File: src/rtl/complex_matvec_scheduler.sv
// Walks rows/chunks of a complex mat-vec product, issues operand reads, and tags beats through the datapath latency.
// Optional run/hold cycle counters under SCHED_PERF_CNT_EN; hold stalls issue only, beats in flight always drain.
module complex_matvec_scheduler #(
    parameter int N_ROWS         = 24,
    parameter int CHUNKS_PER_ROW = 8,
    parameter int PIPE_LATENCY   = 9,
    parameter int ISSUE_GAP      = 1,
    parameter int ADDR_W         = 16,
    localparam int ROW_W         = (N_ROWS > 1) ? $clog2(N_ROWS) : 1
) (
    input  logic              clk,
    input  logic              reset,
    input  logic              start,
    input  logic              hold,
    output logic              busy,
    output logic              done,
    output logic              mem_rd_en,
    output logic [ADDR_W-1:0] mem_row_addr,
    output logic [ADDR_W-1:0] mem_vec_addr,
    output logic              dp_start,
    output logic              acc_valid,
    output logic              acc_clear,
    output logic              acc_last,
`ifdef SCHED_PERF_CNT_EN
    output logic [31:0]       perf_cycles,
    output logic [31:0]       perf_hold_cycles,
`endif
    output logic [ROW_W-1:0]  acc_row
);

    localparam int CHK_W = (CHUNKS_PER_ROW > 1) ? $clog2(CHUNKS_PER_ROW) : 1;
    localparam int GAP_W = $clog2(ISSUE_GAP + 1);

    typedef enum logic [1:0] {IDLE, ISSUE, DRAIN} state_t;

    typedef struct packed {
        logic             vld;
        logic             first;
        logic             last;
        logic [ROW_W-1:0] row;
    } tag_t;

    state_t           state_q;
    logic [ROW_W-1:0] row_q;
    logic [CHK_W-1:0] chunk_q;
    logic [GAP_W-1:0] gap_q;
    logic             busy_q;
    logic             done_q;
    tag_t             tag_q [0:PIPE_LATENCY];

    logic gap_ok;
    logic rd_en;
    logic last_chunk;
    logic last_row;
    logic final_exit;
    tag_t tag_d;

    // gap_q saturates at ISSUE_GAP-1; preset there on accept so the first issue is never delayed
    assign gap_ok     = (gap_q == GAP_W'(ISSUE_GAP - 1));
    assign rd_en      = (state_q == ISSUE) & ~hold & gap_ok;
    assign last_chunk = (chunk_q == CHK_W'(CHUNKS_PER_ROW - 1));
    assign last_row   = (row_q == ROW_W'(N_ROWS - 1));

    always_comb begin
        tag_d       = '0;
        tag_d.vld   = rd_en;
        tag_d.first = rd_en & (chunk_q == '0);
        tag_d.last  = rd_en & last_chunk;
        tag_d.row   = rd_en ? row_q : '0;
    end

    assign final_exit = tag_q[PIPE_LATENCY].vld & tag_q[PIPE_LATENCY].last &
                        (tag_q[PIPE_LATENCY].row == ROW_W'(N_ROWS - 1));

    always_ff @(posedge clk or posedge reset) begin
        if (reset) begin
            state_q <= IDLE;
            row_q   <= '0;
            chunk_q <= '0;
            gap_q   <= '0;
            busy_q  <= 1'b0;
            done_q  <= 1'b0;
            for (int i = 0; i <= PIPE_LATENCY; i++) tag_q[i] <= '0;
        end else begin
            tag_q[0] <= tag_d;
            for (int i = 1; i <= PIPE_LATENCY; i++) tag_q[i] <= tag_q[i-1];
            done_q <= final_exit;
            case (state_q)
                IDLE: begin
                    if (start) begin
                        state_q <= ISSUE;
                        busy_q  <= 1'b1;
                        row_q   <= '0;
                        chunk_q <= '0;
                        gap_q   <= GAP_W'(ISSUE_GAP - 1);
                    end
                end
                ISSUE: begin
                    if (rd_en) begin
                        gap_q <= '0;
                        if (last_chunk) begin
                            chunk_q <= '0;
                            if (last_row) begin
                                row_q   <= '0;
                                state_q <= DRAIN;
                            end else begin
                                row_q <= row_q + 1'b1;
                            end
                        end else begin
                            chunk_q <= chunk_q + 1'b1;
                        end
                    end else if (!hold && !gap_ok) begin
                        gap_q <= gap_q + 1'b1;
                    end
                end
                DRAIN: begin
                    // done_q is high for exactly one cycle; busy covers it, then we release
                    if (done_q) begin
                        state_q <= IDLE;
                        busy_q  <= 1'b0;
                    end
                end
                default: state_q <= IDLE;
            endcase
        end
    end

    assign busy         = busy_q;
    assign done         = done_q;
    assign mem_rd_en    = rd_en;
    assign mem_row_addr = ADDR_W'(32'(row_q) * 32'(CHUNKS_PER_ROW) + 32'(chunk_q));
    assign mem_vec_addr = ADDR_W'(chunk_q);
    assign dp_start     = tag_q[0].vld;
    assign acc_valid    = tag_q[PIPE_LATENCY].vld;
    assign acc_clear    = tag_q[PIPE_LATENCY].first;
    assign acc_last     = tag_q[PIPE_LATENCY].last;
    assign acc_row      = tag_q[PIPE_LATENCY].row;

`ifdef SCHED_PERF_CNT_EN
    logic [31:0] cyc_q;
    logic [31:0] hcnt_q;
    logic [31:0] perf_cyc_q;
    logic [31:0] perf_hold_q;

    function automatic logic [31:0] sat_inc(input logic [31:0] x);
        return (x == 32'hFFFF_FFFF) ? x : x + 32'd1;
    endfunction

    // cyc_q equals the cycle index since accept, so the done-cycle latch adds one for inclusivity
    always_ff @(posedge clk or posedge reset) begin
        if (reset) begin
            cyc_q       <= '0;
            hcnt_q      <= '0;
            perf_cyc_q  <= '0;
            perf_hold_q <= '0;
        end else begin
            if (state_q == IDLE && start) begin
                cyc_q  <= 32'd1;
                hcnt_q <= '0;
            end else begin
                if (busy_q && !done_q) cyc_q <= sat_inc(cyc_q);
                if (state_q == ISSUE && hold) hcnt_q <= sat_inc(hcnt_q);
            end
            if (done_q) begin
                perf_cyc_q  <= sat_inc(cyc_q);
                perf_hold_q <= hcnt_q;
            end
        end
    end

    assign perf_cycles      = perf_cyc_q;
    assign perf_hold_cycles = perf_hold_q;
`endif

endmodule

File: config.mk
export PLATFORM = sky130hd
export DESIGN_NAME = complex_matvec_scheduler
export DESIGN_NICKNAME = d
export VERILOG_FILES = /design/src/rtl/complex_matvec_scheduler.sv
export SDC_FILE = /design/constraint.sdc
export NUM_CORES = 1
export LEC_CHECK = 0
export CAP_MARGIN = 20
export CORE_MARGIN = 2
export CORE_UTILIZATION = 61
export DETAILED_ROUTE_END_ITERATION = 16
export DONT_BUFFER_PORTS = 1
export PLACE_DENSITY = 0.78
export RECOVER_POWER = 25
export SLEW_MARGIN = 25
export SYNTH_ARGS = -nofsm -noshare
export SYNTH_HDL_FRONTEND = slang
export SYNTH_SLANG_ARGS = --single-unit
File: constraint.sdc
create_clock -name clk -period 4.55 [get_ports clk]
set_input_delay 1.1375 -clock clk [delete_from_list [all_inputs] [get_ports clk]]
set_output_delay 1.1375 -clock clk [all_outputs]
set_load 0.05 [all_outputs]
==> flow_results.xml, run 1 <==
<?xml version="1.0" encoding="UTF-8"?>
<metrics>
  <group name="run_status">
    <metric name="status" unit="">finished, final reports clean</metric>
  </group>
  <group name="yosys">
    <metric name="synth.distinct_cells" unit="">33</metric>
    <metric name="syn_area_per_cell" unit="um^2">15.6</metric>
    <metric name="postSynthRegisterBits" unit="">93</metric>
    <metric name="asyncSetResetFlopFracSynth" unit="">1.00</metric>
    <metric name="synth_enable_flop_cells" unit="">0</metric>
    <metric name="flip_flop_cell_with_the_highest_count_after_synthesis" unit="">dfrtp_1</metric>
    <metric name="synthesis.instances" unit="">191</metric>
    <metric name="seq_area_frac_synth" unit="">0.780</metric>
    <metric name="synthesis.area" unit="um^2">2990</metric>
    <metric name="synth.largest_area_cell" unit="">dfrtp_1</metric>
    <metric name="netlist_top_cells_area" unit="">dfrtp_1, buf_4, ha_1</metric>
    <metric name="yosysWarningCount" unit="">0</metric>
    <metric name="yosysTopAreaCellShare" unit="">0.780</metric>
  </group>
  <group name="grt">
    <metric name="grt.overflow.total" unit="">0</metric>
    <metric name="largest_net_degree_at_the_start_of_global_routing" unit="">54</metric>
    <metric name="grt_first_pass_wirelength" unit="um">6110</metric>
    <metric name="grt_util_all_layers" unit="">0.158</metric>
    <metric name="grt_pass1_vias" unit="">1353</metric>
    <metric name="number_of_antenna_violations_at_the_first_check_in_global_routing" unit="">0</metric>
  </group>
  <group name="drt">
    <metric name="first_iteration_detailed_routing_drc_count" unit="">136</metric>
    <metric name="first_pass_iters" unit="">4</metric>
    <metric name="vias" unit="">1261</metric>
    <metric name="drc_violations_left" unit="">0</metric>
    <metric name="detail-route-antenna-nets" unit="">0</metric>
    <metric name="routed_wl" unit="um">3570</metric>
    <metric name="avgRoutedWirePerCell" unit="um">13.6</metric>
    <metric name="avgViaCountPerCell" unit="">4.81</metric>
  </group>
  <group name="clock_tree">
    <metric name="postCtsHoldBufs" unit="">0</metric>
    <metric name="cts_inserted_buffers" unit="">9</metric>
    <metric name="clockRootBuffer" unit="">clkbuf_8</metric>
    <metric name="clock_tree_from_tritoncts" unit="">built</metric>
    <metric name="cts_buffer_depth" unit="">2</metric>
    <metric name="clkSlewWorstSetupHoldPaths" unit="ps">80</metric>
    <metric name="clock-sinks" unit="">93</metric>
    <metric name="htree_levels" unit="">3</metric>
    <metric name="cts.repair_timing.setup_buffer_count" unit="">0</metric>
    <metric name="clock_insertion_delay_worst_skew" unit="ps">340</metric>
    <metric name="post_cts.resized_instances" unit="">0</metric>
  </group>
  <group name="setup_path">
    <metric name="cp-end-kind" unit="">output port</metric>
    <metric name="crit_path_cell_trace" unit="">nor4b_4</metric>
    <metric name="critical-path-top-delay-family" unit="">simple AND/OR/NAND/NOR gates</metric>
    <metric name="path_max_fanout" unit="">9</metric>
    <metric name="critical_path.max_stage_delay" unit="ps">830</metric>
    <metric name="worstSetupPathType" unit="">in2out</metric>
    <metric name="slowest_stage" unit="">nor4b_4</metric>
    <metric name="worst-endpoint-required" unit="ps">3410</metric>
    <metric name="timing.critical_path.arrival" unit="ps">1970</metric>
    <metric name="sort_of_element_at_the_start_of_the_critical_path" unit="">input port</metric>
    <metric name="worst-path-buf-inv" unit="">0</metric>
  </group>
  <group name="floorplanning">
    <metric name="std_cell_rows" unit="">25</metric>
    <metric name="die_y" unit="um">74.0</metric>
    <metric name="floorplan.die_area" unit="um^2">5470</metric>
    <metric name="top_level_ports" unit="">48</metric>
    <metric name="initial_core_util" unit="">0.632</metric>
    <metric name="core-area" unit="um^2">4720</metric>
    <metric name="dieWidth" unit="um">74.0</metric>
  </group>
  <group name="sta">
    <metric name="timing.final.max_slew_violations" unit="">0</metric>
    <metric name="post_route_setup_tns" unit="ps">0</metric>
    <metric name="hold_ws" unit="ps">345</metric>
    <metric name="finalCriticalPeriod" unit="ps">3110</metric>
    <metric name="post-route-period-util" unit="">0.683</metric>
    <metric name="slew-limit-headroom" unit="">0.317</metric>
    <metric name="tightest_slew" unit="ps">1020</metric>
    <metric name="unrepaired_setup_endpoints_after_global_routing" unit="">no</metric>
    <metric name="achievable-frequency" unit="MHz">322</metric>
    <metric name="hold_viol_final" unit="">0</metric>
    <metric name="final.setup_skew" unit="ps">6.84</metric>
    <metric name="setup_viol" unit="">0</metric>
  </group>
  <group name="finish">
    <metric name="final_common_cell" unit="">dfrtp_1</metric>
    <metric name="most-common-layout-cells" unit="">dfrtp_1, conb_1, clkbuf_8</metric>
    <metric name="area_delta_synth_final" unit="%">3.39</metric>
    <metric name="multi_input_comb_area" unit="um^2">469</metric>
    <metric name="final_layout_size_suffix_gt1_frac" unit="">0.113</metric>
    <metric name="layout.filler_cells" unit="">342</metric>
    <metric name="final-seq-area" unit="um^2">2330</metric>
    <metric name="finish.cell_count_without_fillers" unit="">262</metric>
    <metric name="final_nets" unit="">199</metric>
    <metric name="n_antenna_cell" unit="">0</metric>
  </group>
  <group name="placed_design">
    <metric name="hpwl" unit="um">2460</metric>
    <metric name="place.gp.congestion" unit="">0.770</metric>
    <metric name="placed_cells_incl_taps" unit="">247</metric>
    <metric name="buffer_ports.inserted" unit="">0</metric>
  </group>
  <group name="power_and_ir_drop">
    <metric name="max-vdd-ir-drop" unit="V">0.000501</metric>
    <metric name="power_per_cell_area" unit="nW/um^2">612</metric>
    <metric name="p_leak" unit="uW">0.00156</metric>
  </group>
  <group name="worst_hold_path">
    <metric name="timing.hold.worst.class" unit="">reg2reg</metric>
  </group>
  <group name="flow_run">
    <metric name="cap_viol_max_count" unit="">0</metric>
  </group>
</metrics>
-- report_power, final --
group / total (uW) / switching [uW] / internal [uW]
clock: 472 / 248 / 223
combinational: 162 / 109 / 52.6
sequential: 1250 / 283 / 971
total: 1890 / 641 / 1250
-- per-layer routing --
layer / global-route usage / share of wire / vias up
li1: - / - / 567
met2: 0.239 / 0.51 / 44
met4: 0.103 / 0.014 / 0
met1: 0.195 / 0.41 / 644
met3: 0.0556 / 0.064 / 6
met5: 0 / 0 / -
-- per-stage QoR --
step                setup slack, ps  instance area, um^2  total power, uW   util
finish                         1440                 3090             1890  0.654
global route                   1370                 3090             1980  0.654
CTS                            1430                 3090             1910  0.654
detailed placement             1440                 2910             1440  0.616
global placement               1490                 2910             1410  0.616
floorplan                       992                 3060             1430      -
-- logic make-up after synthesis --
| kind of cell | synth area share |
|---|---|
| flip-flops | 0.780 |
| buffers and inverters | 0.0884 |
| AND/OR/NAND/NOR | 0.0704 |
| AO/OA/AOI/OAI | 0.0331 |
| adder cells (fa/ha/maj) | 0.0168 |
| multiplexers | 0.0105 |
| other | 0.00126 |
-- worst paths after layout --
| path | depth (start not counted) | endpoint | from | slack [ps] |
|---|---|---|---|---|
| setup / recovery | 1 | mem_rd_en | hold | 1440 |
| min in group asynchronous | 1 | acc_clear | reset | 820 |
| hold / removal | 0 | tag_q[34] | tag_q[42] | 350 |
| hold reg to reg | 0 | tag_q[34] | tag_q[42] | 350 |
| setup reg to reg | 6 | row_q[3] | chunk_q[0] | 1960 |
| max in group asynchronous | 2 | row_q[3] | reset | 2770 |
-- registers in the layout, summed over array words and instances, names as in the netlist, 2 cells and up --
signal and cells:
tag_q 71, state_q 2, acc_row 5, chunk_q 3, row_q 5
-- synth_stat cells, drive strengths merged (2+ instances only) --
library cell / count
dfrtp: 93
buf: 32
nor2: 8
o21ai: 8
and2: 6
inv: 6
nand2: 6
a21oi: 4
ha: 4
nand3: 3
and3: 2
mux2i: 2
nand4b: 2
-- area by class of cell --
cell class              count  area share
clock buffers              11      0.0490
clock inverters             4     0.00770
inverters                   6     0.00770
multi-input cells          80       0.152
flip-flops and latches     93       0.754
well taps                  67      0.0272
repair buffers              1     0.00243
No activity file was read; power rests on OpenSTA's default activity.
==> run 2, diff against run 1 <==
==> constraint.sdc (replaced) <==
create_clock -name clk -period 3 [get_ports clk]
set_input_delay 0.75 -clock clk [delete_from_list [all_inputs] [get_ports clk]]
set_output_delay 0.75 -clock clk [all_outputs]
set_load 0.05 [all_outputs]
==> run 2 against run 1 <==
  * Sequential share of layout area down 3.0 points
  * Clock-buffer cell count rose by 2
  * Clock skew increased by 5.1 ps
  * Worst hold slack worse by 4.4 ps
  * Final area is 4.2% higher
  * Register-to-register slack worse by 1100 ps
  * Clock power grew 110%
  * Die area unchanged
  * Sequential cell count is the same
==> flow_results.xml, run 2 (synthesis gave the netlist of run 1 again) <==
<?xml version="1.0" encoding="UTF-8"?>
<metrics>
  <group name="clock_tree">
    <metric name="clockRootBuffer" unit="">clkbuf_8</metric>
    <metric name="clock-sinks" unit="">93</metric>
    <metric name="cts.repair_timing.setup_buffer_count" unit="">0</metric>
    <metric name="post_cts.resized_instances" unit="">0</metric>
    <metric name="cts_inserted_buffers" unit="">9</metric>
    <metric name="cts_buffer_depth" unit="">2</metric>
    <metric name="htree_levels" unit="">3</metric>
    <metric name="clkSlewWorstSetupHoldPaths" unit="ps">90</metric>
    <metric name="clock_insertion_delay_worst_skew" unit="ps">340</metric>
    <metric name="clock_tree_from_tritoncts" unit="">built</metric>
    <metric name="postCtsHoldBufs" unit="">0</metric>
  </group>
  <group name="placed_design">
    <metric name="buffer_ports.inserted" unit="">0</metric>
    <metric name="hpwl" unit="um">2350</metric>
    <metric name="placed_cells_incl_taps" unit="">251</metric>
    <metric name="place.gp.congestion" unit="">0.769</metric>
  </group>
  <group name="setup_path">
    <metric name="slowest_stage" unit="">nor4b_4</metric>
    <metric name="worst-path-buf-inv" unit="">0</metric>
    <metric name="critical-path-top-delay-family" unit="">simple AND/OR/NAND/NOR gates</metric>
    <metric name="sort_of_element_at_the_start_of_the_critical_path" unit="">flip-flop</metric>
    <metric name="cp-end-kind" unit="">output port</metric>
    <metric name="timing.critical_path.arrival" unit="ps">1610</metric>
    <metric name="startpoint" unit="">state_q[1]</metric>
    <metric name="regToRegStartpoint" unit="">chunk_q[1]</metric>
    <metric name="crit_path_cell_trace" unit="">nor4b_4</metric>
    <metric name="worstSetupPathType" unit="">reg2out</metric>
    <metric name="worst-endpoint-required" unit="ps">2250</metric>
    <metric name="path_max_fanout" unit="">9</metric>
    <metric name="critical_path.max_stage_delay" unit="ps">780</metric>
  </group>
  <group name="floorplanning">
    <metric name="dieWidth" unit="um">74.0</metric>
    <metric name="initial_core_util" unit="">0.632</metric>
    <metric name="std_cell_rows" unit="">25</metric>
    <metric name="floorplan.die_area" unit="um^2">5470</metric>
    <metric name="core-area" unit="um^2">4720</metric>
    <metric name="die_y" unit="um">74.0</metric>
    <metric name="top_level_ports" unit="">48</metric>
  </group>
  <group name="sta">
    <metric name="finalCriticalPeriod" unit="ps">2360</metric>
    <metric name="hold_viol_final" unit="">0</metric>
    <metric name="setup_viol" unit="">0</metric>
    <metric name="post-route-period-util" unit="">0.788</metric>
    <metric name="timing.final.max_slew_violations" unit="">0</metric>
    <metric name="final.setup_skew" unit="ps">11.9</metric>
    <metric name="tightest_slew" unit="ps">797</metric>
    <metric name="achievable-frequency" unit="MHz">423</metric>
    <metric name="slew-limit-headroom" unit="">0.466</metric>
    <metric name="post_route_setup_tns" unit="ps">0</metric>
    <metric name="unrepaired_setup_endpoints_after_global_routing" unit="">no</metric>
  </group>
  <group name="worst_hold_path">
    <metric name="holdCritStartpoint" unit="">tag_q[10]</metric>
    <metric name="timing.hold.worst.class" unit="">reg2reg</metric>
  </group>
  <group name="finish">
    <metric name="final_layout_size_suffix_gt1_frac" unit="">0.130</metric>
    <metric name="largest_reg_flops" unit="">71</metric>
    <metric name="finish.cell_count_without_fillers" unit="">267</metric>
    <metric name="final_nets" unit="">203</metric>
    <metric name="layout.filler_cells" unit="">327</metric>
    <metric name="most-common-layout-cells" unit="">dfrtp_1, conb_1, clkbuf_8</metric>
    <metric name="area_delta_synth_final" unit="%">7.71</metric>
    <metric name="regMostFlops" unit="">tag_q</metric>
    <metric name="n_antenna_cell" unit="">0</metric>
    <metric name="final_common_cell" unit="">dfrtp_1</metric>
  </group>
  <group name="power_and_ir_drop">
    <metric name="p_leak" unit="uW">0.00162</metric>
    <metric name="power_per_cell_area" unit="nW/um^2">997</metric>
    <metric name="max-vdd-ir-drop" unit="V">0.000644</metric>
  </group>
  <group name="run_status">
    <metric name="status" unit="">finished, final reports clean</metric>
  </group>
  <group name="flow_run">
    <metric name="cap_viol_max_count" unit="">0</metric>
  </group>
  <group name="drt">
    <metric name="drc_violations_left" unit="">0</metric>
    <metric name="routed_wl" unit="um">3890</metric>
    <metric name="avgViaCountPerCell" unit="">4.81</metric>
    <metric name="first_pass_iters" unit="">4</metric>
    <metric name="first_iteration_detailed_routing_drc_count" unit="">99</metric>
    <metric name="vias" unit="">1284</metric>
    <metric name="detail-route-antenna-nets" unit="">0</metric>
    <metric name="avgRoutedWirePerCell" unit="um">14.6</metric>
  </group>
  <group name="grt">
    <metric name="grt_first_pass_wirelength" unit="um">6290</metric>
    <metric name="number_of_antenna_violations_at_the_first_check_in_global_routing" unit="">0</metric>
    <metric name="grt_pass1_vias" unit="">1348</metric>
    <metric name="grt.overflow.total" unit="">0</metric>
    <metric name="largest_net_degree_at_the_start_of_global_routing" unit="">94</metric>
    <metric name="grt_util_all_layers" unit="">0.162</metric>
  </group>
</metrics>
-- run 2: cell count changes in the layout (fill, tap and decap cells not counted) --
cell,change
buf_4,+3
clkbuf_8,+1
clkinv_4,-1
clkbuf_1,+1
buf_12,+1
clkinv_2,-4
bufinv_16,+3
clkinvlp_4,+1
-- run 2: layer usage --
metal  vias up  part of all wire  global-route usage
li1        572                 -                   -
met1       656              0.43               0.210
met2        49              0.50               0.238
met3         7             0.061              0.0637
met4         0             0.017              0.0889
met5         -                 0                   0
-- run 2: through the flow --
stage	utilization	power [uW]	cell area [um^2]	hold WS (ps)	setup WS, ps
2_1_floorplan	-	2170	3060	331	785
3_3_place_gp	0.626	2180	2960	332	797
3_5_place_dp	0.626	2220	2960	335	723
4_1_cts	0.681	3250	3220	349	619
5_1_grt	0.681	3370	3220	358	550
6_report	0.681	3210	3220	341	636
-- run 2: power by group --
group / leakage [uW] / internal, uW / switching (uW) / total [uW]
Combinational: 0.000284 / 109 / 347 / 456
Clock: 0.000130 / 622 / 387 / 1010
Sequential: 0.00120 / 1480 / 265 / 1740
Total: 0.00162 / 2210 / 1000 / 3210
-- run 2: worst paths after layout --
kind / to / slack (ps) / depth (start not counted)
max in group asynchronous: tag_q[14] / 2250 / 2
min reg2reg: acc_row[2] / 340 / 0
min in group asynchronous: tag_q[18] / 400 / 2
max: mem_rd_en / 640 / 1
max reg2reg: row_q[3] / 870 / 7
min: acc_row[2] / 340 / 0
-- run 2: cell type report --
class / instances / area (um^2) / share of cell area
Sequential cell: 93 / 2330 / 0.724
Multi-Input combinational cell: 80 / 469 / 0.146
Inverter: 6 / 26.3 / 0.00817
Timing Repair Buffer: 5 / 50.0 / 0.0156
Tap cell: 67 / 83.8 / 0.0261
Clock buffer: 13 / 169 / 0.0525
Clock inverter: 3 / 90.1 / 0.0280
